===== config.mk =====
export PLATFORM = sky130hd
export DESIGN_NAME = rvfi_csr_shadow_check
export DESIGN_NICKNAME = d
export VERILOG_FILES = /design/src/rtl/rvfi_csr_shadow_check.sv
export SDC_FILE = /design/constraint.sdc
export NUM_CORES = 1
export LEC_CHECK = 0
export ABC_AREA = 0
export CAP_MARGIN = 20
export CORE_AREA = 5 5 255 257
export CTS_BUF_LIST = sky130_fd_sc_hd__clkbuf_4 sky130_fd_sc_hd__clkbuf_8 sky130_fd_sc_hd__clkbuf_16
export DETAILED_ROUTE_END_ITERATION = 16
export DIE_AREA = 0 0 260 262
export PLACE_DENSITY_LB_ADDON = 0.2
export SLEW_MARGIN = 25
export SYNTH_ARGS = -nofsm -noshare
export SYNTH_HDL_FRONTEND = slang
export SYNTH_SLANG_ARGS = --single-unit

===== constraint.sdc =====
create_clock -name clock -period 4.9 [get_ports clock]
set_clock_uncertainty 0.1 [all_clocks]
set_input_delay 0.98 -clock clock [delete_from_list [all_inputs] [get_ports clock]]
set_output_delay 0.98 -clock clock [all_outputs]
set_load 0.01 [all_outputs]

===== src/rtl/rvfi_csr_shadow_check.sv =====
// rtl/rvfi_csr_shadow_check.sv - per-bit CSR shadow and read consistency checker on RVFI retirements
module rvfi_csr_shadow_check #(
  parameter int NRET     = 2,
  parameter int CSR_W    = 64,
  parameter int CNT_MODE = 0,
  parameter int ERRCNT_W = 8,
  localparam int CHAN_W  = $clog2(NRET) + 1
) (
  input  logic                  clock,
  input  logic                  reset,
  input  logic                  check_en,
  input  logic [NRET-1:0]       rvfi_valid,
  input  logic [NRET-1:0]       rvfi_trap,
  input  logic [NRET*CSR_W-1:0] rvfi_csr_rmask,
  input  logic [NRET*CSR_W-1:0] rvfi_csr_rdata,
  input  logic [NRET*CSR_W-1:0] rvfi_csr_wmask,
  input  logic [NRET*CSR_W-1:0] rvfi_csr_wdata,
  output logic [CSR_W-1:0]      shadow_value,
  output logic [CSR_W-1:0]      shadow_known,
  output logic                  err,
  output logic [CHAN_W-1:0]     err_chan,
  output logic [1:0]            err_kind,
  output logic [ERRCNT_W-1:0]   err_count
);

  logic [CSR_W-1:0]    nxt_shadow;
  logic [CSR_W-1:0]    nxt_known;
  logic [CSR_W-1:0]    rm;
  logic [CSR_W-1:0]    rd;
  logic [CSR_W-1:0]    wm;
  logic [CSR_W-1:0]    wd;
  logic                mm;
  logic                tw;
  logic                any_err;
  logic [CHAN_W-1:0]   first_chan;
  logic [1:0]          first_kind;
  int                  nerr;
  logic [ERRCNT_W:0]   cnt_sum;
  logic [ERRCNT_W-1:0] nxt_count;

  // Walk channels oldest-first so each one sees the shadow left by the channels before it
  always_comb begin
    nxt_shadow = shadow_value;
    nxt_known  = shadow_known;
    rm         = '0;
    rd         = '0;
    wm         = '0;
    wd         = '0;
    mm         = 1'b0;
    tw         = 1'b0;
    any_err    = 1'b0;
    first_chan = '0;
    first_kind = '0;
    nerr       = 0;
    for (int i = 0; i < NRET; i++) begin
      if (rvfi_valid[i]) begin
        rm = rvfi_csr_rmask[i*CSR_W +: CSR_W];
        rd = rvfi_csr_rdata[i*CSR_W +: CSR_W];
        wm = rvfi_csr_wmask[i*CSR_W +: CSR_W];
        wd = rvfi_csr_wdata[i*CSR_W +: CSR_W];
        mm = check_en & (|(rm & nxt_known & (rd ^ nxt_shadow)));
        tw = check_en & rvfi_trap[i] & (|wm);
        if (mm | tw) begin
          nerr = nerr + 1;
          if (!any_err) begin
            any_err    = 1'b1;
            first_chan = CHAN_W'(i);
            first_kind = {tw, mm};
          end
        end
        if (!rvfi_trap[i]) begin
          if (wm != '0) begin
            nxt_shadow = (nxt_shadow & ~wm) | (wd & wm);
            nxt_known  = nxt_known | wm;
          end else if (CNT_MODE != 0) begin
            // An increment of a partially known value has an untrackable carry
            if (&nxt_known) nxt_shadow = nxt_shadow + 1'b1;
            else            nxt_known  = '0;
          end
        end
      end
    end
    cnt_sum   = {1'b0, err_count} + (ERRCNT_W+1)'(nerr);
    nxt_count = (cnt_sum > {1'b0, {ERRCNT_W{1'b1}}}) ? {ERRCNT_W{1'b1}} : cnt_sum[ERRCNT_W-1:0];
  end

  // Register shadow state, sticky first-error record and saturating error count
  always_ff @(posedge clock) begin
    if (!reset) begin
      shadow_value <= '0;
      shadow_known <= '0;
      err          <= 1'b0;
      err_chan     <= '0;
      err_kind     <= '0;
      err_count    <= '0;
    end else begin
      shadow_value <= nxt_shadow;
      shadow_known <= nxt_known;
      err_count    <= nxt_count;
      if (!err && any_err) begin
        err      <= 1'b1;
        err_chan <= first_chan;
        err_kind <= first_kind;
      end
    end
  end

endmodule


Word-level counts from Yosys, hierarchy flattened
Index checks and enable logic that the tools add are counted. Widths: inputs -> output; s select.

Memories: 0. Logic and storage cells: 70. Memory bits (writable): 0. Bits in latches: 0. Output and inout bits: 141. Memory bits (read-only): 0. Flip-flop bits (word level): 141. Bits of input ports: 519.

Div/mod/pow operators: 0. Add/subtract/negate cells: 2. Shift-type cells: 0. Equal/unequal tests: 0. Multiply operators: 0. Muxes and demuxes: 29. Reduce and logical (&&, ||, !) cells: 8. Bitwise gates (word level): 24. Magnitude comparators: 1.

Operators by type and width (number): $mux 64 (12); $and 64x64->64 (8); $or 64x64->64 (4); $reduce_or 64->1 (4); $not 64->64 (2); $reduce_bool 64->1 (2); $xor 64x64->64 (2); $mux 9 (2); $mux 2 (5); $add 8x9->9 (1); $gt 9x8->1 const B (1); $mux 1 (9); $mux 8 (1); $and 1x1->1 (6); $add 1x1->2 const B (1); $or 1x1->1 (2); $logic_and 1x1->1 (1); $logic_not 1->1 (1).

Logic depth before layout (Yosys ltp)
Gate-level depths: netlist (run 1).

Depth in word-level cells: 16. Mapped depth: 16. Gate-level depth less buffers: 14.

Worst setup path before layout (run 1)
Ideal clock, no wire load.

Kind: input to register. From: in rvfi_trap[0]. To: reg err_count[0]. Library setup time: 0.115 ns. Stages: 15. Buffers on the path: 2. Arrival time: 4.299 ns. Slack: 0.386 ns. Data required time: 4.685 ns. Path through: and2b_1 > buf_6 > buf_4 > nand2_1 > o211a_1 > a2111oi_0 > nand4_1 > or4_1 > o21a_1 > ha_1 > a21boi_0 > ha_1 > fa_1 > and3_1 > o21a_1.

Longest elaborated chain between the ends: 12. Elaborated cells between the ends (all ways): 21. Classes of those cells: 2 x add/sub; 1 x order compare; 9 x mux; 8 x bitwise; 1 x reduce/logical.

RTL lines: from (decl) (line 13) `input logic [NRET-1:0] rvfi_trap,`; $mux 64 (line 71) `if (!rvfi_trap[i]) begin`; $mux 64 (line 56) `if (rvfi_valid[i]) begin`; $and 64x64->64 / $xor 64x64->64 (equally long branches) (line 61) `mm = check_en & (|(rm & nxt_known & (rd ^ nxt_shadow)));`; $and 64x64->64 (line 61); $reduce_or 64->1 (line 61); $and 1x1->1 (line 61); $or 1x1->1 (line 63) `if (mm | tw) begin`; $mux 9 (line 63); $mux 9 (*) (line 56); $add 8x9->9 (*) (line 83) `cnt_sum = {1'b0, err_count} + (ERRCNT_W+1)'(nerr);`; $gt 9x8->1 (line 84) `nxt_count = (cnt_sum > {1'b0, {ERRCNT_W{1'b1}}}) ? {ERRCNT_W{1'b1}} : cnt_sum[ERRCNT_W-1:0];`; $mux 8 (*) (line 84); to (signal assigned) (line 99) `err_count <= nxt_count;`; to (decl) (line 23) `output logic [ERRCNT_W-1:0] err_count`.

Every way passes the cells marked *; elsewhere a longest branch is shown, timed or not. A chain may end at the register's enable or synchronous reset.

Worst setup path in the final report (run 1)
From: in rvfi_trap[0]. To: reg err_count[2].

The elaborated chain is that of the path after synthesis.

==> results of run 1 <==
==> layout by cell type, fill, tap and decap left out, types with 24 or more instances in the layout <==
cell,synthesis,layout
a21boi_0,27,26
buf_4,2,198
clkdlybuf4s50_1,0,654
dfxtp_1,140,140
mux2i_1,71,71
nand2_1,272,272
nand3_1,45,45
nand3b_1,38,38
nand4_1,24,24
nor4_1,38,37
o211a_1,67,67
o21a_1,67,67
o21ai_0,40,39
o22ai_1,29,28
xnor2_1,50,50
xor2_1,146,146
==> how the worst max path moves through the flow <==
stage,startpoint,cells after the start,slack (ns),end
6_report,rvfi_trap[0],17,0.18,err_count[2]$_SDFF_PN0_
5_1_grt,rvfi_csr_wmask[8],16,-0.003,err_count[2]$_SDFF_PN0_
4_1_cts,rvfi_trap[0],17,0.06,err_count[2]$_SDFF_PN0_
3_5_place_dp,rvfi_trap[0],17,-0.92,err_count[2]$_SDFF_PN0_
3_3_place_gp,rvfi_trap[0],17,-0.89,err_count[2]$_SDFF_PN0_
2_1_floorplan,rvfi_trap[0],15,0.39,err_count[0]$_SDFF_PN0_
==> cells by family (layout without fill, tap and decap cells) <==
group | after synthesis | after routing | share of synthesized area, %
muxes | 71 | 71 | 7.236
buffers and inverters | 42 | 904 | 2.013
xor gates and xnor gates | 196 | 196 | 17.48
adders and majority gates | 6 | 6 | 0.8408
other | 1 | 7 | 0.03818
AOI/OAI and AO/OA | 297 | 297 | 23.02
DFF | 140 | 140 | 28.54
and+or+nand+nor | 438 | 438 | 20.84
==> state kept, by name (all words and copies together), names as in the netlist <==
signal        cells
shadow_value     64
err_chan          1
err               1
err_count         8
shadow_known     64
err_kind          2
==> repair_timing <==
| action | 4_1_cts | 5_1_grt |
|---|---|---|
| resized for setup | 8 | 9 |
| pin swaps | 3 | 7 |
| setup endpoints to repair | 8 | 8 |
| buffers inserted | 0 | 2 |
==> cell type report <==
cell class,instances,share of cell area (%)
inverter,5,0.09545
clock inverter,10,0.5854
clock buffer,22,2.450
tap,846,5.383
timing repair buffer,867,42.10
sequential,140,14.25
antenna,6,0.07636
multi-input combinational,1009,35.06
==> metal layers <==
metal  vias to the layer above  GRT usage [%]  share of wire (%)
li1                       6037              -                  -
met1                      6028          25.22                 41
met2                       486          37.61                 50
met3                        55          5.957                7.1
met4                        10          5.490                1.8
met5                         -              0               0.10
==> Yosys cell counts, drive strengths merged, types with 10 or more instances <==
master | n | area, µm²
nand3 | 45 | 225.2
nand3b | 38 | 285.3
xor2 | 146 | 1279
clkbuf | 27 | 101.4
mux2i | 71 | 710.7
a21oi | 16 | 80.08
nor4 | 38 | 237.7
a21boi | 27 | 202.7
o21ai | 40 | 200.2
dfxtp | 140 | 2803
o22ai | 29 | 181.4
nand2 | 272 | 1021
a22o | 20 | 175.2
o21a | 67 | 503.0
o211a | 67 | 670.6
xnor2 | 50 | 437.9
buf | 10 | 77.57
o211ai | 16 | 120.1
nand4 | 24 | 150.1
==> stage by stage <==
| stage | setup TNS [ns] | area, µm² | hold slack [ns] | cells | util [%] |
|---|---|---|---|---|---|
| floorplan | 0 | 9822 | 0.4442 | 1191 | - |
| global placement | -7.079 | 18970 | 0.4082 | 2865 | 30.34 |
| detailed placement | -7.488 | 18970 | 0.4137 | 2865 | 30.34 |
| CTS | 0 | 19600 | 0.4320 | 2897 | 31.35 |
| global route | -0.002919 | 19650 | 0.4517 | 2901 | 31.44 |
| finish | 0 | 19660 | 0.4273 | 2905 | 31.46 |
==> critical path, stage by stage <==
cell	delay (ns)
buf_2	0.13
and2b_2	0.25
buf_12	0.15
buf_6	0.15
nand2_1	0.07
o211ai_1	0.44
nand4_1	0.15
or4_4	0.58
or4_4	0.47
o21a_1	0.21
ha_1	0.29
a21boi_1	0.07
ha_2	0.23
fa_2	0.40
buf_4	0.16
xnor2_1	0.14
a21boi_0	0.10
==> report_power, final <==
part / leakage, nW / internal [mW] / total, mW / switching [mW]
registers: 1.15 / 1.22 / 1.35 / 0.126
clock network: 0.289 / 0.798 / 1.39 / 0.589
logic: 7.43 / 0.880 / 1.51 / 0.627
==> results by group, run 1 <==
Outcome
  – Status: finished clean

Pwr
  – Worst vdd ir: 279.1 µV
  – Leak: 8.872 nW
  – PwrDens: 215.8 nW/µm²
  – Total chip power: 4.244 mW

Worst hold path
  – Hold Path Class: flop to flop
  – Hold Crit Start: shadow_known[1]$_SDFF_PN0_
  – Hold EP: shadow_known[1]$_SDFF_PN0_
  – Hold path cells: 1

Detailed routing
  – Post-route ant nets: 0
  – Final WL: 75.19 mm
  – Vias: 12620
  – Drt pass-1 iters: 5
  – Initial DRC count: 508
  – Vias per cell: 4.343
  – DRC: 0
  – Wire per inst: 25.88 µm

Timing
  – Fin worst setup slack: 0.1776 ns
  – Hold Fails Final Rpt: 0
  – Max_slew headroom: 41.19%
  – Max Freq: 211.8 MHz
  – Final Max Slew Viols: 0
  – Worst-Margin Slew: 0.8801 ns
  – Fin crit period: 4.722 ns
  – Final Cycle Share: 96.37%
  – Setup-failing EPs final: 0

GRT
  – Vias in the first global route: 13140
  – Initial antenna violation count: 13
  – Gr ovfl total: 0
  – Largest net degree at the start of global routing: 82
  – First-pass GRT wire length: 100.5 mm
  – Global Route Usage Sum: about a fifth

Cells and area
  – Flip-flop and latch area: 2803 µm²
  – Nets@finish: 2565
  – Area of the multi-input gates: slightly below 7000 µm²
  – Share of cells above drive strength 1: about an eighth
  – Layout area overhead: 100.2%
  – Fillers: 6629

Placement
  – Global placement routability congestion: 0.9182
  – Setup slack after placement: -0.9242 ns
  – Quantity of I/O buffers inserted on ports: ~660
  – DP HPWL: 65.57 mm

Synthesis
  – Yosys warns: 0
  – Syn_area_per_cell: around 8.2 µm²
  – Syn nets: 1716
  – Synth cell types: 42
  – Post-synth top flop: dfxtp_1
  – Fraction of registers with async set/reset: 0%
  – Synth Instances: 1191
  – Yosys reg bits: 140
  – Register area share after synthesis: 28.54%
  – Mapped Area: 9822 µm²
  – Post-synth EDFFs: 0

Floorplanning
  – Die Y: between 200 and 300 µm
  – Initial Utilization: between 10% and 20%
  – Die Area: 68120 µm²
  – IO Pins: 660
  – Core footprint: ~63000 µm²
  – Die width: 260 µm
  – Cell row count: 92

Clock tree
  – Clock Tree Root: clkbuf_16
  – Clock Latency Late Sink: roughly 0.49 ns
  – CTS buffer count: 17
  – Maximum buffer depth of the clock tree: 2
  – CTS tree: yes
  – Clk sink count: 140
  – H-tree depth: 4
  – Clock Pin Slew Worst Setup and Hold Paths: about 0.070 ns
  – Hold_buf cts: 0

Setup path
  – Worst reg2reg path startpoint: shadow_value[62]$_SDFF_PN0_
  – FF-to-FF setup slack: 0.71 ns
  – CP arrival: approximately 5.0 ns
  – Nature of the critical path endpoint: flop
  – Crit start category: input port
  – Data required time of the critical path: ~5.2 ns
  – Crit path max fanout: 10
  – Terminus of the critical flop-to-flop path: err_count[4]$_SDFF_PN0_
  – Critical path class: input port to flop
  – Worst r2r path cells: 15

Job
  – Max-cap check violation count: 0
Power figures use the tool's default switching activity.
==> inputs of run 2 (changes only) <==
--- a/config.mk
+++ b/config.mk
@@ -12,6 +12,7 @@
 export DETAILED_ROUTE_END_ITERATION = 16
 export DIE_AREA = 0 0 260 262
 export PLACE_DENSITY_LB_ADDON = 0.2
+export REMOVE_ABC_BUFFERS = 1
 export SLEW_MARGIN = 25
 export SYNTH_ARGS = -nofsm -noshare
 export SYNTH_HDL_FRONTEND = slang
==> run 2 against run 1 <==
Net effect:
- global-route usage barely moved
- die area stayed put
- register-to-register slack improved by 0.09 ns
==> results by group, run 2 (synthesis results as in run 1) <==
Detailed routing
  – Post-route ant nets: 0 (unchanged)
  – DRC: 0 (unchanged)
  – Final WL: 75.80 mm (was 75.19 mm)
  – Vias: 12630 (was 12620)
  – Drt pass-1 iters: 5 (unchanged)
  – Wire per inst: 25.99 µm (was 25.88 µm)
  – Vias per cell: 4.330 (was 4.343)
  – Initial DRC count: 638 (was 508)

Setup path
  – Data required time of the critical path: 5.16 ns (was 5.17 ns)
  – Crit start category: input port (unchanged)
  – Nature of the critical path endpoint: flop (unchanged)
  – Critical path class: input port to flop (unchanged)
  – Crit path max fanout: 7 (was 10)
  – CP arrival: 4.96 ns (was 4.99 ns)

Worst hold path
  – Hold Path Class: flop to flop (unchanged)

Pwr
  – Worst vdd ir: 276.4 µV (was 279.1 µV)
  – Total chip power: 4.351 mW (was 4.244 mW)
  – Leak: 8.895 nW (was 8.872 nW)
  – PwrDens: 220.9 nW/µm² (was 215.8 nW/µm²)

GRT
  – GR Layer Usage met3: 6.072% (was 5.957%)
  – Largest net degree at the start of global routing: 105 (was 82)
  – First-pass GRT wire length: 101.6 mm (was 100.5 mm)
  – Grt met2 use: 38.66% (was 37.61%)
  – Global Route Usage Sum: 21.20% (was 21.17%)
  – GR Layer Usage met1: 24.81% (was 25.22%)
  – Initial antenna violation count: 19 (was 13)
  – Gr ovfl total: 0 (unchanged)
  – Gr busiest metal: met2 (unchanged)
  – Vias in the first global route: 13420 (was 13140)

Clock tree
  – Clock Pin Slew Worst Setup and Hold Paths: 0.07 ns (about the same)
  – Clk sink count: 140 (unchanged)
  – Maximum buffer depth of the clock tree: 2 (unchanged)
  – Hold_buf cts: 0 (unchanged)
  – Clock Tree Root: clkbuf_16 (unchanged)
  – H-tree depth: 4 (unchanged)
  – CTS buffer count: 17 (unchanged)
  – CTS tree: yes (unchanged)
  – Clock Latency Late Sink: 0.48 ns (was 0.49 ns)

Timing
  – Fin worst setup slack: 0.2006 ns (was 0.1776 ns)
  – Fin crit period: 4.699 ns (was 4.722 ns)
  – Worst-Margin Slew: 0.9998 ns (was 0.8801 ns)
  – Unrepaired setup endpoints after global routing: no
  – Hold Fails Final Rpt: 0 (unchanged)
  – Setup-failing EPs final: 0 (unchanged)
  – Setup TNS Final: 0 ns (unchanged)
  – Final Max Slew Viols: 0 (unchanged)
  – Max_slew headroom: 33.34% (was 41.19%)
  – Max Freq: 212.8 MHz (was 211.8 MHz)
  – Final Cycle Share: 95.91% (was 96.37%)

Cells and area
  – Nets@finish: 2574 (was 2565)
  – Design area: 19690 µm² (was 19660 µm²)
  – Final core occ: 31.50% (was 31.46%)
  – Most common cell after layout, fill and taps aside: clkdlybuf4s50_1 (unchanged)
  – Layout area overhead: 100.5% (was 100.2%)
  – Area of the multi-input gates: 6897 µm² (was 6893 µm²)
  – Biggest registers after layout: shadow_known (64), shadow_value (64), err_count (8) (unchanged)
  – Flip-flop and latch area: 2803 µm² (unchanged)
  – Most frequent cells in the layout: 654 x clkdlybuf4s50_1, 272 x nand2_1, 214 x buf_4, 146 x xor2_1, 140 x dfxtp_1 (was 654 x clkdlybuf4s50_1, 272 x nand2_1, 198 x buf_4, 146 x xor2_1, 140 x dfxtp_1)
  – Share of cells above drive strength 1: 12.85% (was 12.47%)
  – Fillers: 6627 (was 6629)

Floorplanning
  – Die Area: 68120 µm² (unchanged)
  – Die width: 260 µm (unchanged)
  – Core footprint: 62500 µm² (unchanged)
  – IO Pins: 660 (unchanged)
  – Initial Utilization: 15.71% (unchanged)
  – Die Y: 262 µm (unchanged)
  – Cell row count: 92 (unchanged)

Placement
  – DP HPWL: 65.99 mm (was 65.57 mm)
  – Quantity of I/O buffers inserted on ports: 658 (unchanged)
  – Global placement routability congestion: 0.8798 (was 0.9182)
  – DP Area: 18950 µm² (was 18970 µm²)
  – Setup slack after placement: -1.022 ns (was -0.9242 ns)

Job
  – Max-cap check violation count: 0 (unchanged)

Outcome
  – Status: finished clean (unchanged)
## run 2: changes by cell type in the layout (fill, tap and decap cells not counted), sizes merged
cell / delta
inv: +2
diode: +3
bufinv: +2
clkbuf: -4
buf: +9
## run 2: final cells by class
type | count | share of cell area, %
diodes | 9 | 0.1144
clock buffers | 18 | 2.198
clock inverters | 14 | 0.9785
inverters | 5 | 0.09531
multi-input cells | 1009 | 35.02
flip-flops and latches | 140 | 14.23
well taps | 846 | 5.376
repair buffers | 876 | 41.98
## run 2: repair_timing
item | CTS | global route
resized for setup | 12 | 6
buffers inserted | 0 | 3
cloned | 0 | 0
endpoints found under the hold margin | 0 | 0
pin swaps | 2 | 4
endpoints found under the setup margin | 8 | 8
## run 2: stage by stage
stage	hold WS, ns	instances
2_1_floorplan	0.4442	1154
3_3_place_gp	0.4086	2873
3_5_place_dp	0.4131	2873
4_1_cts	0.4400	2905
5_1_grt	0.4611	2912
6_report	0.4380	2917
## run 2: path summary, 6_finish.rpt
| check | slack, ns | depth (start not counted) | to | from |
|---|---|---|---|---|
| setup / recovery | 0.20 | 16 | err_count[4]$_SDFF_PN0_ | rvfi_csr_wmask[23] |
| hold reg to reg | 0.44 | 1 | shadow_known[58]$_SDFF_PN0_ | shadow_known[58]$_SDFF_PN0_ |
| hold / removal | 0.44 | 1 | shadow_known[58]$_SDFF_PN0_ | shadow_known[58]$_SDFF_PN0_ |
| setup reg to reg | 0.80 | 14 | err_count[4]$_SDFF_PN0_ | shadow_value[56]$_SDFF_PN0_ |
## run 2: worst max-delay path, cell delays in order
cell	delay, ns
clkdlybuf4s50_1	0.54
nand3b_1	0.26
nand3_1	0.17
o21ai_1	0.16
a221oi_2	0.41
buf_4	0.19
nand4_1	0.09
or4_4	0.58
o21a_1	0.21
ha_1	0.28
a21boi_1	0.07
ha_2	0.21
fa_2	0.40
nand3_1	0.11
xor2_1	0.17
a21boi_0	0.11
## run 2: power by group
| part | switching, mW | internal (mW) |
|---|---|---|
| registers | 0.122 | 1.22 |
| logic | 0.634 | 0.883 |
| clock network | 0.630 | 0.858 |
| total | 1.39 | 2.96 |
## run 2: per-layer routing
metal / vias to the layer above / wire, µm
met5: - / 96
met4: 16 / 996
met3: 51 / 5056
met2: 473 / 38730
met1: 6037 / 30920
li1: 6053 / -
==> RTL edit 1, RTL diff (flow settings as in run 1) <==
Register the output `shadow_known` once more; this adds one clock of latency there. The other outputs are not delayed to match.
--- a/src/rtl/rvfi_csr_shadow_check.sv
+++ b/src/rtl/rvfi_csr_shadow_check.sv
@@ -24,4 +24,6 @@
 );
 
+  logic [CSR_W-1:0] shadow_known_s0;
+
   logic [CSR_W-1:0]    nxt_shadow;
   logic [CSR_W-1:0]    nxt_known;
@@ -42,5 +44,5 @@
   always_comb begin
     nxt_shadow = shadow_value;
-    nxt_known  = shadow_known;
+    nxt_known  = shadow_known_s0;
     rm         = '0;
     rd         = '0;
@@ -89,5 +91,5 @@
     if (!reset) begin
       shadow_value <= '0;
-      shadow_known <= '0;
+      shadow_known_s0 <= '0;
       err          <= 1'b0;
       err_chan     <= '0;
@@ -96,5 +98,5 @@
     end else begin
       shadow_value <= nxt_shadow;
-      shadow_known <= nxt_known;
+      shadow_known_s0 <= nxt_known;
       err_count    <= nxt_count;
       if (!err && any_err) begin
@@ -106,4 +108,8 @@
   end
 
+  always_ff @(posedge clock) begin
+    shadow_known <= shadow_known_s0;
+  end
+
 endmodule
 
Formal check against the unedited RTL: not equivalent (a bounded check fails within 4 cycles, from zero or initial values and one cycle with reset low).
==> RTL edit 1 against run 1 <==
Fmax rose by 0.28%; worst setup slack improved by 0.013 ns; sequential power rose by 41%; sequential cell count rose by 64; cell area rose by 9.3%; non-clock buffer count rose by 10; power rose by 37%; via count rose by 4.3%; wire length rose by 5.6%; area after synthesis rose by 13%; critical endpoint is now err_count[1].
==> RTL edit 1: results <==
[place]
io_buffers = 658
pre_cts_slack_ns = -1.19
gp_congestion = 0.918
hpwl_um = 68800

[setup_path]
cp_max_fo = 10
slowest_delay_ns = 0.54
regToRegSetupSlack_ns = 0.80
path_delay_family = "simple AND/OR/NAND/NOR gates"
cp_slowest_cell = "or4_1"

[worst_hold_path]
hold_path.class = "flip-flop to flip-flop"

[global_route]
grt_max_degree = 74
first_global_vias = 13983
grt_first_pass_wirelength_um = 106000
grt_usage_pct = 21.9
antenna_found_initial = 22

[clock_tree]
clock_latency_ns = 0.58
clk_pin_slew_ns = 0.06
clock_path_buffers = 3
root_buffer = "clkbuf_16"
htreeDepth = 1
cts_buffers = 29

[pwr]
leakage_nw = 9.68
ir_drop_mv = 0.269

[logic_synthesis]
ys_seq_area_share_pct = 36.8
synthTopCellsByArea = "dfxtp_1 (37%), xor2_1 (12%), nand2_1 (9.2%)"
yosys-top-cells-count = "nand2_1 (272), dfxtp_1 (204), xor2_1 (146)"
syn_nets = 1780
ys_types = 42
yosysWarnings = 0
synth-async-reset-ratio_pct = 0
ys.flop_type = "dfxtp_1"

[layout]
nets = 2651
reg_top3 = "shadow_known: 64 flops, shadow_known_s0: 64 flops, shadow_value: 64 flops"
drive_above_1_share_pct = 13.5

[drt]
drt_iter0_drc = 574
totalWireLength_um = 79400
dr.pass1.iters = 4
post_drt_via_cell_ratio = 4.38

[sta]
drv_slew = 0
slew_headroom_pct = 33.5
setup_ws_ns = 0.191
whs_ns = 0.268
finalHoldViolCount = 0

[status]
status = "completed"
==> RTL edit 1: kinds of logic (layout without fill, tap and decap cells) <==
logic type      count (synthesis)  after routing  share of synthesized area [%]
simple gates                  438            438                           18.4
xor+xnor                      196            196                           15.5
fa+ha+maj                       6              6                          0.744
compound gates                297            297                           20.4
buf+inv                        42            936                           1.78
flops                         204            204                           36.8
other cells                     1             14                         0.0338
mux                            71             71                           6.40
==> RTL edit 1: where the power goes <==
part	internal [mW]	total [mW]	switching, mW	leakage, nW
combinational	0.889	1.54	0.654	7.46
sequential	1.79	1.91	0.128	1.68
clock	1.48	2.37	0.886	0.532
==> RTL edit 1: worst paths after layout <==
check / start / end / cells after the start
setup / recovery: rvfi_trap[0] / err_count[1] / 16
hold / removal: shadow_known_s0[44] / shadow_known[44] / 0
setup reg to reg: shadow_value[7] / err_count[4] / 16
hold reg to reg: shadow_known_s0[44] / shadow_known[44] / 0
==> RTL edit 1: area by class of cell <==
type	instances	area, um^2
fill	6551	41000
antenna	13	32.5
clock inverter	14	205
inverter	5	18.8
sequential	204	4080
timing repair buffer	877	8320
multi-input combinational	1009	6920
tap	846	1060
clock buffer	40	858
==> RTL edit 1: what timing repair did <==
action | CTS | global route
setup endpoints to repair | 8 | 8
buffers inserted | 1 | 1
cloned | 0 | 0
gates resized for setup | 9 | 14
pin swaps | 0 | 4
==> RTL edit 1: layer usage <==
metal  up-vias  global-route usage (%)  wire, um
met5         -                       0        83
met4        12                    4.52      1300
met3        69                    6.36      5790
met2       493                    39.6     40200
met1      6294                    25.8     32000
li1       6296                       -         -
==> RTL edit 1: per-stage QoR <==
| stage | total power [mW] | std cells | instance area, um^2 |
|---|---|---|---|
| after floorplan | 2.39 | 1255 | 11100 |
| after global placement | 3.48 | 2938 | 20300 |
| after detailed placement | 3.49 | 2939 | 20300 |
| after CTS | 5.91 | 2994 | 21400 |
| after global routing | 6.08 | 2998 | 21500 |
| final | 5.83 | 3008 | 21500 |
==> RTL edit 2, RTL diff (config.mk and constraints of run 1) <==
Made on the original files. Change the parameter `NRET` from 2 to 4.
--- a/src/rtl/rvfi_csr_shadow_check.sv
+++ b/src/rtl/rvfi_csr_shadow_check.sv
@@ -1,5 +1,5 @@
 // rtl/rvfi_csr_shadow_check.sv - per-bit CSR shadow and read consistency checker on RVFI retirements
 module rvfi_csr_shadow_check #(
-  parameter int NRET     = 2,
+  parameter int NRET     = 4,
   parameter int CSR_W    = 64,
   parameter int CNT_MODE = 0,
Interface: changed (7 resized); port bits go from 660 to 1177. No check against the original RTL was run, so the function may have changed too.
==> RTL edit 2 against run 1 <==
The run now fails in I/O pin placement; area after synthesis increased by 75%.
==> RTL edit 2: results <==
[status]
status = "did not finish"
failed_stage = "I/O pin placement"
error_message = "[ERROR PPL-0024] Number of IO pins (1177) exceeds maximum number of available positions (940). Increase the die perimeter from 1044.00um to 1600.72um."

[logic_synthesis]
yosysWarnings = 0
synth_edf_count = 0
syn_nets = 3376
synth-async-reset-ratio_pct = 0
synth_compound_area_share_pct = 25.2
synthMuxAreaShare_pct = 4.79
ys_types = 90
syn_inst = 2331
yosys-top-cells-count = "nand2_1 (326), xor2_1 (199), nor2_1 (156)"
synth.avg_cell_area_um2 = 7.36
synthTopCellsByArea = "dfxtp_1 (16%), xor2_1 (10%), nand2_1 (7.1%)"
synthAdderAreaFrac_pct = 0.773
ys.flop_type = "dfxtp_1"
ys_ff_latch = 141
synthXorXnorAreaFrac_pct = 15.1
ys_seq_area_share_pct = 16.5
RTL edit 2: logic make-up after synthesis:
family                     Yosys count
and+or+nand+nor                   1081
AOI/OAI and AO/OA                  590
xor gates and xnor gates           295
DFF                                141
buffers and inverters              136
muxes                               77
adders and majority gates           10
other                                1
